### config.mk
export PLATFORM = sky130hd
export DESIGN_NAME = mem_arbiter
export DESIGN_NICKNAME = d
export VERILOG_FILES = /design/src/rtl/mem_arbiter.sv
export SDC_FILE = /design/constraint.sdc
export NUM_CORES = 1
export LEC_CHECK = 0
export CAP_MARGIN = 10
export CORE_AREA = 2 2 103 105
export CTS_CLUSTER_DIAMETER = 30
export CTS_CLUSTER_SIZE = 20
export DETAILED_ROUTE_END_ITERATION = 12
export DIE_AREA = 0 0 105 107
export GPL_TIMING_DRIVEN = 0
export PLACE_DENSITY = 0.73
export SYNTH_ARGS = -nofsm -noshare
export SYNTH_HDL_FRONTEND = slang
export SYNTH_SLANG_ARGS = --single-unit
### constraint.sdc
create_clock -name CLK -period 3.6 [get_ports CLK]
set_clock_uncertainty 0.15 [all_clocks]
set_input_delay 0.72 -clock CLK [delete_from_list [all_inputs] [get_ports CLK]]
set_output_delay 0.72 -clock CLK [all_outputs]
set_load 0.1 [all_outputs]
### src/rtl/mem_arbiter.sv
// mem_arbiter: shared-RAM controller for the pipelined MIPS core.
// One RAM port is shared by the icache (read-only) and the dcache (read/write).
// The dcache has priority. After MAX_DSTREAK back-to-back dcache completions
// while the icache is waiting, the icache is granted next so it cannot starve.
// Every transaction spends one arbitration cycle in IDLE. The granted cache
// then gets a one-cycle completion strobe (its wait output drops to 0).
// Optional feature: define ARB_STATS_EN to add the icount, dcount and
// stallcount statistics outputs.
module mem_arbiter #(
  parameter int unsigned WORD_W      = 32,
  parameter int unsigned MAX_DSTREAK = 4
) (
  input  logic              CLK,
  input  logic              nRST,
  input  logic              iREN,
  input  logic [WORD_W-1:0] iaddr,
  output logic              iwait,
  output logic [WORD_W-1:0] iload,
  input  logic              dREN,
  input  logic              dWEN,
  input  logic [WORD_W-1:0] daddr,
  input  logic [WORD_W-1:0] dstore,
  output logic              dwait,
  output logic [WORD_W-1:0] dload,
  output logic              ramREN,
  output logic              ramWEN,
  output logic [WORD_W-1:0] ramaddr,
  output logic [WORD_W-1:0] ramstore,
  input  logic [WORD_W-1:0] ramload,
  input  logic [1:0]        ramstate
`ifdef ARB_STATS_EN
  ,
  output logic [31:0]       icount,
  output logic [31:0]       dcount,
  output logic [31:0]       stallcount
`endif
);

  localparam int unsigned STREAK_W = 4;
  localparam int unsigned STATE_W  = 2;

  localparam logic [STATE_W-1:0] IDLE = 2'd0;
  localparam logic [STATE_W-1:0] DGNT = 2'd1;
  localparam logic [STATE_W-1:0] IGNT = 2'd2;

  localparam logic [1:0] RAM_ACCESS = 2'd2;

  localparam logic [STREAK_W-1:0] STREAK_MAX = STREAK_W'(MAX_DSTREAK);

  logic [STATE_W-1:0]  state;
  logic [STATE_W-1:0]  next_state;
  logic [STREAK_W-1:0] streak;
  logic [STREAK_W-1:0] next_streak;
  logic                d_req;
  logic                i_done;
  logic                d_done;

  // RAM read data goes straight to both caches; each samples it only when its wait is 0
  assign iload = ramload;
  assign dload = ramload;

  // Owner and starvation-streak registers
  always_ff @(posedge CLK or negedge nRST) begin
    if (!nRST) begin
      state  <= IDLE;
      streak <= '0;
    end else begin
      state  <= next_state;
      streak <= next_streak;
    end
  end

  // Arbitration, RAM port steering and completion strobes
  always_comb begin
    next_state  = state;
    next_streak = streak;
    iwait       = 1'b1;
    dwait       = 1'b1;
    ramREN      = 1'b0;
    ramWEN      = 1'b0;
    ramaddr     = '0;
    ramstore    = '0;
    i_done      = 1'b0;
    d_done      = 1'b0;
    d_req       = dREN | dWEN;

    case (state)
      IDLE: begin
        // the dcache wins unless the icache has waited through a full streak
        if (d_req && !(iREN && (streak == STREAK_MAX))) begin
          next_state = DGNT;
        end else if (iREN) begin
          next_state = IGNT;
        end
      end

      DGNT: begin
        if (!d_req) begin
          // request abandoned: release the port without a strobe
          next_state = IDLE;
        end else begin
          ramaddr  = daddr;
          ramWEN   = dWEN;
          ramREN   = dREN & ~dWEN;
          ramstore = dWEN ? dstore : '0;
          if (ramstate == RAM_ACCESS) begin
            dwait      = 1'b0;
            d_done     = 1'b1;
            next_state = IDLE;
            if (iREN) begin
              next_streak = (streak >= STREAK_MAX) ? STREAK_MAX : streak + STREAK_W'(1);
            end else begin
              next_streak = '0;
            end
          end
        end
      end

      IGNT: begin
        if (!iREN) begin
          next_state = IDLE;
        end else begin
          ramaddr = iaddr;
          ramREN  = 1'b1;
          if (ramstate == RAM_ACCESS) begin
            iwait       = 1'b0;
            i_done      = 1'b1;
            next_state  = IDLE;
            next_streak = '0;
          end
        end
      end

      default: begin
        next_state = IDLE;
      end
    endcase
  end

`ifdef ARB_STATS_EN
  // Completion and icache stall statistics; all three counters wrap at 2^32
  always_ff @(posedge CLK or negedge nRST) begin
    if (!nRST) begin
      icount     <= '0;
      dcount     <= '0;
      stallcount <= '0;
    end else begin
      if (i_done) begin
        icount <= icount + 32'd1;
      end
      if (d_done) begin
        dcount <= dcount + 32'd1;
      end
      if (iREN && (state != IGNT)) begin
        stallcount <= stallcount + 32'd1;
      end
    end
  end
`else
  logic unused_done;
  assign unused_done = i_done ^ d_done;
`endif

endmodule
==> results of run 1 <==
-- per-stage QoR --
stage,cell area [sq um],cells,hold WS [ns],setup slack [ns]
final,4342,600,0.4107,0.09504
after global routing,4342,600,0.4361,0.0003768
after CTS,4302,600,0.4081,0.002034
after detailed placement,4229,597,0.3995,-0.5021
after global placement,4229,597,0.3844,-0.4873
after floorplan,1727,228,0.2744,0.1144
-- flip-flops by register name, summed over array words and instances (netlist names) --
register,flops
streak,4
state,2
-- final timing paths --
check	start	cells past startpoint	slack [ns]	to
max in group asynchronous	nRST	1	2.46	state[0]$_DFFE_PN0P_
hold reg to reg	streak[3]$_DFFE_PN0P_	1	0.41	streak[3]$_DFFE_PN0P_
min in group asynchronous	nRST	1	0.61	streak[3]$_DFFE_PN0P_
setup reg to reg	state[1]$_DFFE_PN0P_	8	1.76	streak[2]$_DFFE_PN0P_
hold / removal	streak[3]$_DFFE_PN0P_	1	0.41	streak[3]$_DFFE_PN0P_
setup / recovery	iREN	7	0.1	ramaddr[21]
-- logic make-up (layout without fill, tap and decap cells) --
family / after synthesis / in the layout
buffers and inverters: 89 / 325
AND/OR/NAND/NOR: 83 / 83
AO/OA/AOI/OAI: 44 / 44
adder cells (fa/ha/maj): 6 / 6
flip-flops: 6 / 6
-- synth_stat cells --
library cell   n  share of area [%]
a211o_1        1               0.51
a211oi_1       1               0.43
a21boi_0       1               0.43
a22oi_1       32                 14
and2_1         2               0.72
and3_1        32                 12
and4b_1        2                1.2
and4bb_2       1               0.72
buf_2          1               0.29
buf_4         67                 29
buf_6          6                3.9
clkbuf_1       9                2.0
dfrtp_1        6                8.7
ha_1           6                4.3
inv_1          6                1.3
nand2_1        4               0.87
nand3b_1       1               0.43
nand4_1        2               0.72
nor2_1         3               0.65
nor2b_1       34                 12
nor2b_2        1               0.51
nor4b_1        1               0.51
o211ai_1       1               0.43
o21a_1         1               0.43
o21ai_0        1               0.29
o21ai_2        3                1.5
o221a_4        1                1.2
o2bb2ai_1      1               0.51
o311ai_0       1               0.51
-- cell usage in the layout (no fill, tap or decap) --
| cell | n |
|---|---|
| clkdlybuf4s50_1 | 168 |
| buf_4 | 67 |
| nor2b_1 | 34 |
| a22oi_1 | 32 |
| and3_1 | 32 |
| clkdlybuf4s15_2 | 27 |
| dlymetal6s2s_1 | 26 |
| clkbuf_1 | 9 |
| inv_1 | 6 |
| buf_6 | 6 |
| ha_1 | 6 |
| dlygate4sd2_1 | 6 |
| dfrtp_1 | 6 |
| buf_2 | 4 |
| nand2_1 | 4 |
| nor2_1 | 3 |
| o21ai_2 | 3 |
| clkbuf_8 | 3 |
| and2_1 | 2 |
| nand4_1 | 2 |
| and4b_1 | 2 |
| clkdlybuf4s18_2 | 2 |
| o21a_1 | 1 |
| nand3b_1 | 1 |
| a21boi_1 | 1 |
| o221a_4 | 1 |
| and4bb_2 | 1 |
| o21ai_0 | 1 |
| a211oi_1 | 1 |
| nor4b_1 | 1 |
| a211o_1 | 1 |
| o211ai_1 | 1 |
| o2bb2ai_1 | 1 |
| nor2b_2 | 1 |
| o311ai_0 | 1 |
| clkbuf_2 | 1 |
-- worst max-delay path, cell delays in order --
cell             delay, ns
clkdlybuf4s50_1       0.62
and2_1                0.17
buf_4                 0.17
buf_6                 0.16
a22oi_1               0.09
nor2b_1               0.13
clkdlybuf4s15_2       0.57
-- timing repair --
item / 4_1_cts / 5_1_grt
resized for setup: 103 / 36
gates cloned: 0 / 0
setup endpoints to repair: 39 / 32
-- power by group through the flow --
stage,Clock [mW],Combinational (mW),Sequential (mW)
2_1_floorplan,0,1.97,0.105
3_3_place_gp,0,2.57,0.108
3_5_place_dp,0,2.59,0.110
4_1_cts,0.105,2.56,0.110
5_1_grt,0.106,2.64,0.114
6_report,0.101,2.54,0.110
-- per-layer routing --
layer  wire length [um]  vias up  share of wire (%)  global-route usage, %
met1               2871     1127                 36                  13.08
li1                   -     1203                  -                      -
met2               4379      164                 55                  25.79
met3                733        4                9.1                  2.918
met5                  0        -                  0                      0
met4                 38        0               0.47                  2.000
-- layout make-up --
cell class	count	area, sq um	area share (%)
tap	136	170.2	3.919
sequential	6	150.1	3.458
multi-input combinational	133	944.7	21.76
timing repair buffer	233	2404	55.36
clock buffer	3	41.29	0.9510
inverter	6	22.52	0.5187
buffer	83	609.3	14.03
==> results.yml, run 1 <==
die:
  num_rows: 37
  die_y_um: 107
  coreArea_sq_um: 10090
  io_pins: 267
  dieArea_sq_um: 11240
  die_w_um: 105
  start_util_pct: 17.11
clocking:
  cts.clk_slew.worst_paths_ns: 0.04
  htree_levels: 1
  tritoncts: "done"
  cts_buffers: 3
  clock_latency_ns: 0.22
  holdBufCountCts: 0
  cts_sinks: 6
  cts_root_buf: "clkbuf_8"
  cts_setup_buffers: 0
  cts.path.max_buffers: 2
drt:
  wirelength_um: 8024
  firstDrtPassIters: 6
  ant_nets: 0
  drc: 0
  num_vias: 2498
  first_iter_violations: 84
  avgViaCountPerCell: 4.163
  wl_per_cell_um: 13.37
logic_synthesis:
  ys_types: 29
  yosys.area_share.simple_pct: 30.22
  ys_seq_area_share_pct: 8.696
  synth.avg_cell_area_sq_um: 7.573
  synthXorXnorAreaFrac_pct: 0
  synth_top_family_by_area: "buffers and inverters"
  synth_fa_ha_area_share_pct: 4.348
  syn_inst: 228
  ys_ff_latch: 6
  syn_area_sq_um: 1727
  synthMuxAreaShare_pct: 0
  synth_nets: 369
  synth_compound_area_share_pct: 20.14
  synth_warnings: 0
timing:
  fin_crit_sh_pct: 97.36
  fmax_mhz: 285.3
  layout_min_cycle_time_ns: 3.505
  hold_viol: 0
  worstMarginPinSlew_ns: 1.002
  relSlewSlack_pct: 33.02
  setup_tns_ns: 0
  finalSetupViolCount: 0
  grt_setup_unrepaired: "no"
  drv_slew: 0
pwr:
  p_sw_share_pct: 69.42
  power_density_nw_per_um2: 633.8
  cellLeakagePower_nw: 2.250
  clkPwrFrac_pct: 3.7
  p_sw_mw: 1.910
  cellInternalPower_mw: 0.8413
  vdd_drop_max_mv: 0.2698
  power_frac_seq_pct: 4.0
  power.total_mw: 2.752
  p_comb_share_pct: 92.3
grt:
  grt_pass1_wl_um: 11670
  gr-total-overflow: 0
  grt_start_max_net_pins: 11
  grt_use_total_pct: 12.60
  grt_pass1_vias: 2505
  antenna_found_initial: 0
critical_path:
  cp_data_required_time_ns: 2.73
  endpoint_kind: "output pin"
  path_max_fanout: 10
  crit_arrival_ns: 2.63
  worst-setup-path-type: "in -> out"
  crit_path_start_kind: "input port"
finish:
  final_util_pct: 43.02
  nFillCells: 996
  nNetsFinal: 607
  drive_above_1_share_pct: 25.00
  antenna_cells: 0
  area_delta_synth_final_pct: 151.4
outcome:
  status: "finished, final reports clean"
place:
  port_buffers: 233
  dp.final_hpwl_um: 6925
  gp_congestion: 0.7424
job:
  max-cap-violations: 0
min_path:
  hp-class: "reg -> reg"
Power figures use the tool's default switching activity.
==> run 2: changes to the inputs <==
--- a/config.mk
+++ b/config.mk
@@ -5,7 +5,7 @@
 export SDC_FILE = /design/constraint.sdc
 export NUM_CORES = 1
 export LEC_CHECK = 0
-export CAP_MARGIN = 10
+export CAP_MARGIN = 40
 export CORE_AREA = 2 2 103 105
 export CTS_CLUSTER_DIAMETER = 30
 export CTS_CLUSTER_SIZE = 20
==> results.yml, run 2 (synthesis gave the netlist of run 1 again) <==
clocking:
  clock_latency_ns: 0.22
  htree_levels: 1
  cts_root_buf: "clkbuf_8"
  cts.path.max_buffers: 2
  tritoncts: "done"
  cts.clk_slew.worst_paths_ns: 0.04
  cts_buffers: 3
  cts_sinks: 6
  holdBufCountCts: 0
drt:
  wl_per_cell_um: 15.08
  first_iter_violations: 106
  firstDrtPassIters: 4
  drc: 0
  wirelength_um: 10900
  avgViaCountPerCell: 4.167
  num_vias: 3013
  ant_nets: 0
timing:
  fin_crit_sh_pct: 97.37
  fmax_mhz: 285.3
  worstMarginPinSlew_ns: 0.4550
  relSlewSlack_pct: 69.28
  layout_min_cycle_time_ns: 3.505
  finalSetupViolCount: 0
  drv_slew: 0
  grt_setup_unrepaired: "no"
  hold_viol: 0
  hold_ws_ns: 0.4029
  setup_ws_ns: 0.09465
pwr:
  cellLeakagePower_nw: 2.792
  power_frac_seq_pct: 3.1
  p_comb_share_pct: 94.0
  clkPwrFrac_pct: 2.9
  power_density_nw_per_um2: 556.9
  p_sw_share_pct: 59.09
  vdd_drop_max_mv: 0.3091
  p_sw_mw: 2.085
  cellInternalPower_mw: 1.444
grt:
  grt_start_max_net_pins: 11
  gr-total-overflow: 0
  grt_pass1_vias: 3287
  grt_pass1_wl_um: 16300
  grt_use_total_pct: 17.84
  antenna_found_initial: 0
die:
  die_y_um: 107
  io_pins: 267
  start_util_pct: 17.11
  dieArea_sq_um: 11240
  num_rows: 37
  die_w_um: 105
  coreArea_sq_um: 10090
finish:
  final_common_cell: "clkdlybuf4s50_1"
  drive_above_1_share_pct: 37.14
  fin_cells: 723
  nNetsFinal: 730
  largest_reg_flops: 4
  layout_common_cells: "219 x clkdlybuf4s50_1, 112 x buf_8, 67 x buf_4"
  largest-register: "streak"
  stdcell_area_sq_um: 6336
  area_delta_synth_final_pct: 267.0
  nFillCells: 730
  antenna_cells: 0
  largestRegisters: "streak x4, state x2"
critical_path:
  r2r_cells: 8
  path_max_fanout: 10
  worst-setup-path-type: "in -> out"
  cp_data_required_time_ns: 2.73
  crit_path_start_kind: "input port"
  crit_arrival_ns: 2.64
  endpoint_kind: "output pin"
job:
  max-cap-violations: 0
min_path:
  hold_depth: 1
  hp-class: "reg -> reg"
place:
  dpl_worst_slack_ns: -0.1310
  port_buffers: 233
  dp.final_hpwl_um: 9751
  post_dp_cell_area_sq_um: 6311
  placed_cells: 729
  gp_congestion: 0.7424
outcome:
  status: "finished, final reports clean"
-- run 2: per-layer routing --
metal	part of all wire, %	global-route usage, %
met5	0	0
met2	54	34.97
met3	8.8	5.289
met4	2.0	5.238
met1	35	18.10
-- run 2: timing repair --
item,CTS,global route
gates resized for setup,6,10
gates cloned,0,0
endpoints found under the hold margin,0,0
setup endpoints to repair,29,20
setup buffers,0,3
-- run 2: worst max-delay path, cell delays in order --
cell	delay, ns
clkdlybuf4s50_1	0.52
o21a_1	0.15
buf_6	0.15
buf_6	0.15
a22oi_1	0.08
nor2b_1	0.12
clkdlybuf4s50_1	0.53
buf_8	0.21
-- run 2: stage by stage --
| stage | power (mW) | setup TNS, ns | util, % |
|---|---|---|---|
| CTS | 3.522 | 0 | 62.87 |
| global route | 3.655 | 0 | 62.78 |
| floorplan | 2.076 | 0 | - |
| finish | 3.529 | 0 | 62.78 |
| detailed placement | 3.409 | -1.779 | 62.53 |
| global placement | 2.675 | -14.88 | 41.90 |
-- run 2: area by class of cell --
class | count | area (sq um) | share of cell area [%]
sequential | 6 | 150.1 | 2.370
timing repair buffer | 356 | 4390 | 69.29
tap | 136 | 170.2 | 2.686
clock buffer | 3 | 41.29 | 0.6517
multi-input combinational | 133 | 944.7 | 14.91
buffer | 83 | 616.8 | 9.735
inverter | 6 | 22.52 | 0.3555
-- run 2: worst paths after layout --
check                                 startpoint                    end  slack [ns]
hold reg to reg            streak[3]$_DFFE_PN0P_  streak[3]$_DFFE_PN0P_        0.40
setup / recovery                            dREN            ramaddr[24]        0.09
min in group asynchronous                   nRST   state[1]$_DFFE_PN0P_        0.60
max in group asynchronous                   nRST  streak[1]$_DFFE_PN0P_        2.48
hold / removal             streak[3]$_DFFE_PN0P_  streak[3]$_DFFE_PN0P_        0.40
setup reg to reg            state[1]$_DFFE_PN0P_  streak[0]$_DFFE_PN0P_        1.71
-- run 2: power groups by stage --
stage	Clock [mW]	Sequential, mW	Combinational [mW]
4_1_cts	0.102	0.110	3.31
2_1_floorplan	0	0.105	1.97
5_1_grt	0.107	0.115	3.43
3_3_place_gp	0	0.108	2.57
3_5_place_dp	0	0.110	3.30
6_report	0.102	0.110	3.32
